## src/rtl/pipeline_hazard_ctrl.sv

```systemverilog
// pipeline_hazard_ctrl: stall/flush controller for the 5-stage pipeline (load-use, taken branch, multi-cycle MEM freeze).
// Optional perf counters built only when HAZARD_PERF_EN is defined; otherwise the counter ports read 0.
module pipeline_hazard_ctrl #(
  parameter int REG_ADDR_W = 5,
  parameter int MEM_LAT    = 4
) (
  input  logic                  clk_i,
  input  logic                  rst_i,
  input  logic [REG_ADDR_W-1:0] id_rs1_i,
  input  logic [REG_ADDR_W-1:0] id_rs2_i,
  input  logic [REG_ADDR_W-1:0] ex_rd_i,
  input  logic                  ex_memread_i,
  input  logic                  id_branch_taken_i,
  input  logic                  mem_req_i,
  output logic                  pc_write_o,
  output logic                  ifid_hold_o,
  output logic                  ifid_bubble_o,
  output logic                  idex_hold_o,
  output logic                  idex_bubble_o,
  output logic                  exmem_hold_o,
  output logic                  memwb_bubble_o,
  output logic                  busy_o,
  output logic [31:0]           stall_cycles_o,
  output logic [31:0]           flush_count_o
);
  localparam int CW = $clog2(MEM_LAT) + 1;
  localparam bit MULTI = (MEM_LAT > 1);
  localparam logic [CW-1:0] LOAD = CW'(MEM_LAT > 1 ? MEM_LAT - 2 : 0);
  typedef enum logic {RUN, WAIT} state_t;
  state_t r_state, w_state_nx;
  logic [CW-1:0] r_cnt, w_cnt_nx;
  logic w_freeze, w_loaduse;
  always_ff @(posedge clk_i or posedge rst_i)
    if (rst_i) begin
      r_state <= RUN;
      r_cnt   <= '0;
    end else begin
      r_state <= w_state_nx;
      r_cnt   <= w_cnt_nx;
    end
  // The cycle that leaves WAIT is the completing access, so mem_req_i is not sampled there.
  always_comb begin
    w_state_nx = r_state;
    w_cnt_nx   = r_cnt;
    if (r_state == RUN) begin
      if (mem_req_i && MULTI) begin
        w_state_nx = WAIT;
        w_cnt_nx   = LOAD;
      end
    end else if (r_cnt != '0)
      w_cnt_nx = r_cnt - CW'(1);
    else
      w_state_nx = RUN;
  end
  assign w_freeze  = (r_state == RUN && mem_req_i && MULTI) || (r_state == WAIT && r_cnt != '0);
  assign w_loaduse = ex_memread_i && ex_rd_i != '0 && (ex_rd_i == id_rs1_i || ex_rd_i == id_rs2_i);
  assign pc_write_o     = !rst_i && !w_freeze && !w_loaduse;
  assign ifid_hold_o    = !rst_i && (w_freeze || w_loaduse);
  assign ifid_bubble_o  = rst_i || (!w_freeze && !w_loaduse && id_branch_taken_i);
  assign idex_hold_o    = !rst_i && w_freeze;
  assign idex_bubble_o  = rst_i || (!w_freeze && w_loaduse);
  assign exmem_hold_o   = !rst_i && w_freeze;
  assign memwb_bubble_o = rst_i || w_freeze;
  assign busy_o         = !rst_i && w_freeze;
`ifdef HAZARD_PERF_EN
  logic [31:0] r_stall, r_flush;
  logic w_flush;
  assign w_flush = !w_freeze && !w_loaduse && id_branch_taken_i;
  always_ff @(posedge clk_i or posedge rst_i)
    if (rst_i) begin
      r_stall <= '0;
      r_flush <= '0;
    end else begin
      if (!pc_write_o && r_stall != '1) r_stall <= r_stall + 32'd1;
      if (w_flush && r_flush != '1) r_flush <= r_flush + 32'd1;
    end
  assign stall_cycles_o = r_stall;
  assign flush_count_o  = r_flush;
`else
  assign stall_cycles_o = '0;
  assign flush_count_o  = '0;
`endif
endmodule

```

## config.mk

```make
export PLATFORM = sky130hd
export DESIGN_NAME = pipeline_hazard_ctrl
export DESIGN_NICKNAME = d
export VERILOG_FILES = /design/src/rtl/pipeline_hazard_ctrl.sv
export SDC_FILE = /design/constraint.sdc
export NUM_CORES = 1
export LEC_CHECK = 0
export ABC_CLOCK_PERIOD_IN_PS = 2800
export CAP_MARGIN = 20
export CORE_ASPECT_RATIO = 1.4
export CORE_MARGIN = 2
export CORE_UTILIZATION = 29
export CTS_CLUSTER_SIZE = 20
export DETAILED_ROUTE_END_ITERATION = 12
export PLACE_DENSITY = 0.82
export REMOVE_ABC_BUFFERS = 1
export SYNTH_ARGS = -nofsm -noshare
export SYNTH_HDL_FRONTEND = slang
export SYNTH_SLANG_ARGS = --single-unit
```

## constraint.sdc

```tcl
create_clock -name clk_i -period 2.8 [get_ports clk_i]
set_clock_uncertainty 0.05 [all_clocks]
set_input_delay 0.84 -clock clk_i [delete_from_list [all_inputs] [get_ports clk_i]]
set_output_delay 0.84 -clock clk_i [all_outputs]
set_load 0.05 [all_outputs]
```

==> reports/metrics.yaml <==
setup_path:
  crit_top_cell: "buf_6"
  crit_slowest_cell: "or4_4"
  slowest_delay_ns: 0.53
  path_delay_family: "simple AND/OR/NAND/NOR gates"
  crit_type: "in2out"
  crit_fanout: 3
  worstSetupStartpointType: "input port"
  arrival_ns: 2.04
  path_buf_inv: 2
  cp.required_ns: 1.91
  cp_cell_sequence: "buf_6 > or4_4 > o21a_1 > a31o_1 > buf_6"
  crit_path_end_kind: "output port"
die:
  die_w_um: 50.25
  start_util: 0.3048
  die_y_um: 68.75
  coreArea_um2: 2849
  dieArea_um2: 3454
  row_count: 23
  design.portCount: 92
pwr:
  power.density_nw_per_um2: 860.5
  p_sw_frac: 0.5289
  power_switching_mw: 0.5165
  power.share.clock: 0.118
  combPwrFrac: 0.778
  irDropWorstVdd_mv: 0.4194
  intPower_mw: 0.4600
  p_seq_frac: 0.104
  p_leak_nw: 0.6223
timing:
  setup_viol: 4
  slew_viol_final: 0
  setup_tns_ns: -0.4491
  rsz0062_at_grt: "true"
  hold_viol_final: 0
  fin_ws_ns: -0.1298
  period_share: 1.046
  clock.fmax_mhz: 341.3
  min_period_ns: 2.930
clocking:
  clock-sinks: 4
  cts_made_buffers: 3
  root_buffer: "clkbuf_8"
  clockBufferDepth: 2
  clk_pin_slew_worst_paths_ns: 0.03
  htreeDepth: 1
  clkLatencyLatePin_ns: 0.21
  cts_tree: "done"
layout:
  final_cell_mix: "conb_1, dlygate4sd2_1, xnor2_1, buf_4, inv_1"
  syn_to_final_growth_pct: 30.69
  final_cells: 186
  final_common_cell: "conb_1"
  fillCellCount: 285
  layout-drive-gt1-share: 0.2282
  n_antenna_cell: 0
  layout.nets: 173
drt:
  drc: 0
  drt-initial-drc-count: 9
  drtPass1Iterations: 4
  vias: 638
  wl_um: 1505
  routedWlPerCell_um: 8.091
  viasPerCell: 3.430
  drtAntennaViolNets: 0
place:
  place.gp.congestion: 0.6929
  dp_cells: 182
  port_buffers: 27
  hpwl_um: 1326
logic_synthesis:
  synth_xor_area_frac: 0.1009
  syn_inst: 112
  syn_area_per_cell_um2: 7.753
  synthSimpleGateAreaFrac: 0.05764
  yosysTopAreaCell: "buf_4"
  ys_ff_latch: 4
  synthAdderAreaFrac: 0.02882
  synth_warnings: 0
  yosys.cell_types.count: 18
  yosys.area.top_type_share: 0.5706
  synth_top_family_by_area: "buffers and inverters"
  yosysSeqAreaShare: 0.1153
  synth_compound_area_frac: 0.09222
  synth_mux_area_frac: 0
  syn_area_um2: 868.3
  synthTopCellsByArea: "buf_4, dfrtp_1, xnor2_1"
status:
  failed_checks: "negative setup slack"
  outcome: "finished with violations"
global_route:
  grt_pass1_vias: 470
  grt_start_max_net_pins: 7
  antenna_found_initial: 0
  grt_remaining_overflow: 0
  grtUsageTotal: 0.08280
  grt_pass1_wl_um: 2001
flow_run:
  cap_violations: 0
min_path:
  hold_path_class: "reg2reg"
==> metrics by stage <==
stage	hold WS (ns)	util	setup WS, ns	instance area (um2)	power [mW]
after CTS	0.4531	0.3904	-0.1488	1112	0.9550
after global placement	0.4311	0.3680	-0.5591	1049	0.7895
after floorplan	0.4090	-	-1.657	609.3	0.5542
after global routing	0.4858	0.3983	-0.1725	1135	1.036
after detailed placement	0.4464	0.3680	-0.5616	1049	0.8069
final	0.4508	0.3983	-0.1298	1135	0.9765
==> power groups by stage <==
stage / clock network (mW) / logic [mW] / registers [mW]
2_1_floorplan: 0 / 0.457 / 0.0971
3_3_place_gp: 0 / 0.691 / 0.0988
3_5_place_dp: 0 / 0.706 / 0.101
4_1_cts: 0.118 / 0.735 / 0.102
5_1_grt: 0.126 / 0.806 / 0.104
6_report: 0.115 / 0.760 / 0.102
==> worst min-delay path, delay by kind of cell, from the launching register on <==
kind | cells | cell delay [ns]
flip-flops | 1 | 0.31
AO/OA/AOI/OAI | 1 | 0.09
buffers and inverters | 1 | 0.05
==> cells in the mapped netlist (all sizes together) <==
cell type / n
buf: 66
xnor2: 10
inv: 7
nand2: 5
dfrtp: 4
o21ai: 3
a31o: 2
ha: 2
nand3: 2
o21a: 2
o22ai: 2
a21oi: 1
a2bb2oi: 1
a31oi: 1
conb: 1
nand2b: 1
nor2: 1
or4: 1
==> path summary, 6_finish.rpt <==
| path | start | endpoint | slack (ns) | cells after the start |
|---|---|---|---|---|
| max in group asynchronous | rst_i | r_cnt[2]$_DFFE_PP0P_ | 1.55 | 3 |
| max reg2reg | r_cnt[0]$_DFFE_PP0P_ | r_cnt[2]$_DFFE_PP0P_ | 1.20 | 8 |
| min in group asynchronous | rst_i | r_cnt[0]$_DFFE_PP0P_ | 1.05 | 3 |
| min reg2reg | r_cnt[2]$_DFFE_PP0P_ | r_cnt[2]$_DFFE_PP0P_ | 0.45 | 2 |
| max | ex_rd_i[4] | idex_bubble_o | -0.13 | 5 |
| min | r_cnt[2]$_DFFE_PP0P_ | r_cnt[2]$_DFFE_PP0P_ | 0.45 | 2 |
==> logic make-up (layout without fill, tap and decap cells) <==
family | count (synthesis) | count (layout)
XOR/XNOR | 10 | 10
AND/OR/NAND/NOR | 10 | 10
AO/OA/AOI/OAI | 12 | 12
other | 1 | 64
adder cells (fa/ha/maj) | 2 | 2
buffers and inverters | 73 | 47
flip-flops | 4 | 4
==> repair_timing <==
action,4_1_cts,5_1_grt
pin swaps,18,7
endpoints found under the setup margin,8,8
resized for setup,37,10
hold buffers,0,0
setup buffers,0,1
cloned,0,0
==> routing by layer <==
layer | global-route usage | wire length, um | vias up
li1 | - | - | 297
met3 | 0.03017 | 267 | 2
met1 | 0.06266 | 396 | 265
met2 | 0.1809 | 835 | 74
met5 | 0 | 0 | -
met4 | 0.03125 | 5 | 0
==> cell type report <==
cell class,instances,area [um2],area share
Clock buffer,3,41.29,0.03638
Inverter,7,26.28,0.02315
Multi-Input combinational cell,98,528.0,0.4653
Sequential cell,4,100.1,0.08820
Tap cell,37,46.29,0.04079
Timing Repair Buffer,37,392.9,0.3462
==> sequential cells by signal, summed over array words and instances (netlist names) <==
signal,cells
r_cnt,3
r_state,1
Power figures use the tool's default switching activity.
==> variant 1: new RTL, same flow settings <==
Add a define of `HAZARD_PERF_EN`.
--- a/src/rtl/pipeline_hazard_ctrl.sv
+++ b/src/rtl/pipeline_hazard_ctrl.sv
@@ -2,2 +2,4 @@
 // Optional perf counters built only when HAZARD_PERF_EN is defined; otherwise the counter ports read 0.
+`define HAZARD_PERF_EN
+
 module pipeline_hazard_ctrl #(
Function: changed (a bounded check fails within 4 cycles, from zero or initial values and one cycle with rst_i high).
==> variant 1 against the original RTL <==
- the run still ends with setup timing left
- combinational power increased by 120%
- largest cell class unchanged
- core utilization increased by 4.4 points
- design area increased to 4.8 times the old value
- total power increased to 4.0 times the old value
- clock power increased to 8.9 times the old value
- synthesized area increased to 4.2 times the old value
- sequential cell count increased by 64
- sequential share of layout area increased by 23 points
- routed wire length increased to 6.6 times the old value
- setup slack got worse by 170 ps
- hold slack got worse by 5.0 ps
- critical path type unchanged
- first-iteration DRC count increased to 7.0 times the old value
==> variant 1: results (changes against the original RTL) <==
Detailed routing
  • Routed met3 length: 475 µm (+78%)
  • Met2 WL: 5.26 mm (+530%)
  • Drt first-iter violations: 63 (+54)
  • Met1 WL: 3.90 mm (+880%)
  • Routed vias: 3181 (+400%)
  • Detailed Route WL: 9.87 mm (+560%)

Finish
  • Share of cells above drive strength 1: 22.7% (-0.073 points)
  • Finished Layout Cells: 638 (+240%)
  • Fin nets: 507 (+190%)

Pwr
  • Tot Pwr: 3940 µW (+300%)
  • Part of the power in combinational logic: 42.3% (-36 points)
  • Peak supply drop: 458 µV (+9.3%)
  • Static leakage: 0.00230 µW (+270%)

GRT
  • Vias in the first global route: 3332 (+610%)
  • First-pass GRT wire length: 16.2 mm (+710%)
  • M1 GR Usage: 16.0% (+9.8 points)
  • GRT met3 Usage: 3.39% (+0.38 points)
  • Largest net degree at the start of global routing: 69 (+62)
  • GR met2 Demand/Resource: 28.6% (+10 points)
  • GRT Total Usage: 15.0% (+6.7 points)

Worst hold path
  • Hold depth: 1 (-1)
  • Hold Crit Endpoint: stall_cycles_o[31]$_DFFE_PP0P_
  • Beginning of the worst hold path: stall_cycles_o[31]$_DFFE_PP0P_

Synth
  • Sequential fraction of the synthesis area: 47.1% (+36 points)
  • Top post-synthesis cells by count: 68 x dfrtp_1, 41 x xnor2_1, 33 x nand2_1
  • Synth area leaders: dfrtp_1 47%, xnor2_1 9.9%, xor2_1 7.0%

Clock network
  • Total CTS buffers: 9 (+6)
  • Setup bufs post-CTS: 14 (+14)
  • Worst skew pair latency: 320 ps (+110 ps)
  • Clk slew on worst S/H paths: 50 ps (+20 ps)
  • Post-CTS sizing: 66 (+78%)
  • Htree depth: 3 (+2)
  • Root Buffer: clkbuf_16

Placed design
  • Routability congestion estimate: 0.887 (+28%)
  • Buffers on Ports: 91 (+240%)
  • Cell total after placement: 607 (+230%)
  • Place WS: -728 ps (-167 ps)
  • Placed inst area: 4910 µm² (+370%)

Critical path
  • Critical path origin: ex_rd_i[3]
  • Reg-to-reg setup timing slack: 370 ps (-830 ps)
  • Critical Path Sink: pc_write_o
  • Critical Path AT: 2210 ps (+170 ps)
  • Max incr delay on CP: 550 ps (+20 ps)
  • Worst flop-to-flop path endpoint: flush_count_o[1]$_DFFE_PP0P_
  • Worst-case reg-to-reg path depth: 13 (+5)

Timing
  • Setup WS post-layout: -298 ps (-169 ps)
  • Setup TNS: -1060 ps (-608 ps)
  • # setup viols final: 4 (unchanged)

Outcome
  • Status: finished, violations left
  • Failing checks: setup timing
variant 1: cell count changes after synthesis, sizes merged, moves of 7 or more:
cell   delta
dfrtp    +64
buf      -58
xnor2    +31
nand2    +29
xor2     +29
nand4    +24
nand3    +21
nor3     +15
nor4     +14
nor2     +13
and3     +12
and4     +12
inv       +7
variant 1: logic make-up (layout without fill, tap and decap cells):
family | count (synthesis) | in the layout | share of synthesized area, %
simple gates | 164 | 164 | 26.9
xor+xnor | 70 | 70 | 17.0
flops | 68 | 68 | 47.1
buf+inv | 24 | 164 | 3.15
compound gates | 15 | 15 | 3.50
fa+ha+maj | 4 | 4 | 1.39
mux | 3 | 3 | 0.936
variant 1: layout make-up:
class,count,area (µm²)
clock inverters,4,25.0
multi-input cells,256,1910
repair buffers,134,1290
inverters,14,52.6
well taps,150,188
fillers,1108,6840
flip-flops and latches,68,1700
clock buffers,12,246
==> variant 2: new RTL, same settings <==
Without the edit above. Set the parameter `MEM_LAT` to 2 (it was 4).
--- a/src/rtl/pipeline_hazard_ctrl.sv
+++ b/src/rtl/pipeline_hazard_ctrl.sv
@@ -4,3 +4,3 @@
   parameter int REG_ADDR_W = 5,
-  parameter int MEM_LAT    = 4
+  parameter int MEM_LAT    = 2
 ) (
Behaviour: not the same (a bounded check fails within 4 cycles, from zero or initial values and one cycle with rst_i high).
==> variant 2 against the original RTL <==
- the flow still finishes with violations (setup timing)
- total power down 13%
- global-route usage up 0.72 points
- sequential cell count down 1
- core utilization up 1.7 points
- design area down 3.2%
- synthesized area down 6.5%
- routed wire length up 2.4%
- setup slack worse by 15 ps
- critical path type unchanged
==> variant 2: results (changes against the original RTL) <==
Outcome
  • Status: finished, violations left
  • Failing checks: setup timing

Detailed routing
  • Number of detailed-route iterations in the first pass: 2 (-2)
  • Routed vias: 655 (+2.7%)
  • Per-cell routed wire length: 8.38 µm (+3.5%)
  • Drt first-iter violations: 6 (-3)
  • Met1 WL: 390 µm (-1.5%)
  • Met2 WL: 777 µm (-6.9%)

Pwr
  • Clock group share of total power: 9.1% (-2.7 points)
  • Peak supply drop: 452 µV (+7.7%)
  • Static leakage: 0.000603 µW (-3.1%)
  • Seq. pwr: 75.5 µW (-26%)
  • Net switching power figure: 488 µW (-5.6%)

Finish
  • Share of cells above drive strength 1: 25.7% (+2.9 points)
  • Largest registers in the final layout: r_cnt (2), r_state (1)
  • Fin nets: 170 (-1.7%)

Timing
  • # setup viols final: 4 (unchanged)
  • Setup WS post-layout: -145 ps (-14.7 ps)

GRT
  • First-pass GRT wire length: 2.06 mm (+2.7%)
  • M1 GR Usage: 5.56% (-0.70 points)
  • GR met2 Demand/Resource: 17.3% (-0.80 points)
  • GRT Total Usage: 9.00% (+0.72 points)

Synth
  • Top post-synthesis cells by count: 66 x buf_4, 10 x xnor2_1, 6 x nand2_1
  • Sequential fraction of the synthesis area: 9.24% (-2.3 points)
  • Post-synthesis xor/xnor area fraction: 10.8% (+0.70 points)
  • Compound-gate portion of the synthesized area: 8.47% (-0.75 points)

Clock network
  • Worst skew pair latency: 230 ps (+20 ps)
  • Root Buffer: clkbuf_4

Critical path
  • Crit-path max FO: 2 (-1)

Placed design
  • Placed inst area: 1000 µm² (-4.5%)
  • Final HPWL DP: 1.36 mm (+2.8%)
-- variant 2: stage by stage --
step	std cells	TNS (ps)	setup WS, ps	hold WS [ps]	total power [µW]
2_1_floorplan	104	-5450	-1540	407	489
3_3_place_gp	179	-2430	-641	429	725
3_5_place_dp	179	-2540	-636	437	731
4_1_cts	183	-571	-162	441	846
5_1_grt	184	-635	-171	518	896
6_report	184	-541	-145	437	847
-- variant 2: cell families after synthesis --
| logic type | after synthesis |
|---|---|
| XOR/XNOR | 10 |
| adder cells (fa/ha/maj) | 1 |
| flip-flops | 3 |
| AND/OR/NAND/NOR | 11 |
| buffers and inverters | 70 |
| AO/OA/AOI/OAI | 11 |
| other | 1 |
-- variant 2: final cells by class --
class,instances,area [µm²]
fillers,264,1540
clock buffers,4,26.3
multi-input cells,97,518
well taps,36,45.0
repair buffers,40,419
flip-flops and latches,3,75.1
inverters,4,15.0
-- variant 2: what timing repair did --
action                                  CTS  global route
endpoints found under the setup margin    8             8
hold buffers                              0             0
gates resized for setup                  44             6
pin swaps                                18             5
buffers inserted                          0             1
-- variant 2: final timing paths --
kind / from / end / slack [ps] / depth (start not counted)
min reg2reg: r_cnt[0]$_DFFE_PP0P_ / r_cnt[0]$_DFFE_PP0P_ / 440 / 1
max in group asynchronous: rst_i / r_cnt[1]$_DFFE_PP0P_ / 1750 / 3
min in group asynchronous: rst_i / r_cnt[0]$_DFFE_PP0P_ / 860 / 3
min: r_cnt[0]$_DFFE_PP0P_ / r_cnt[0]$_DFFE_PP0P_ / 440 / 1
max reg2reg: r_cnt[0]$_DFFE_PP0P_ / r_cnt[1]$_DFFE_PP0P_ / 1480 / 8
max: ex_rd_i[2] / ifid_bubble_o / -140 / 6
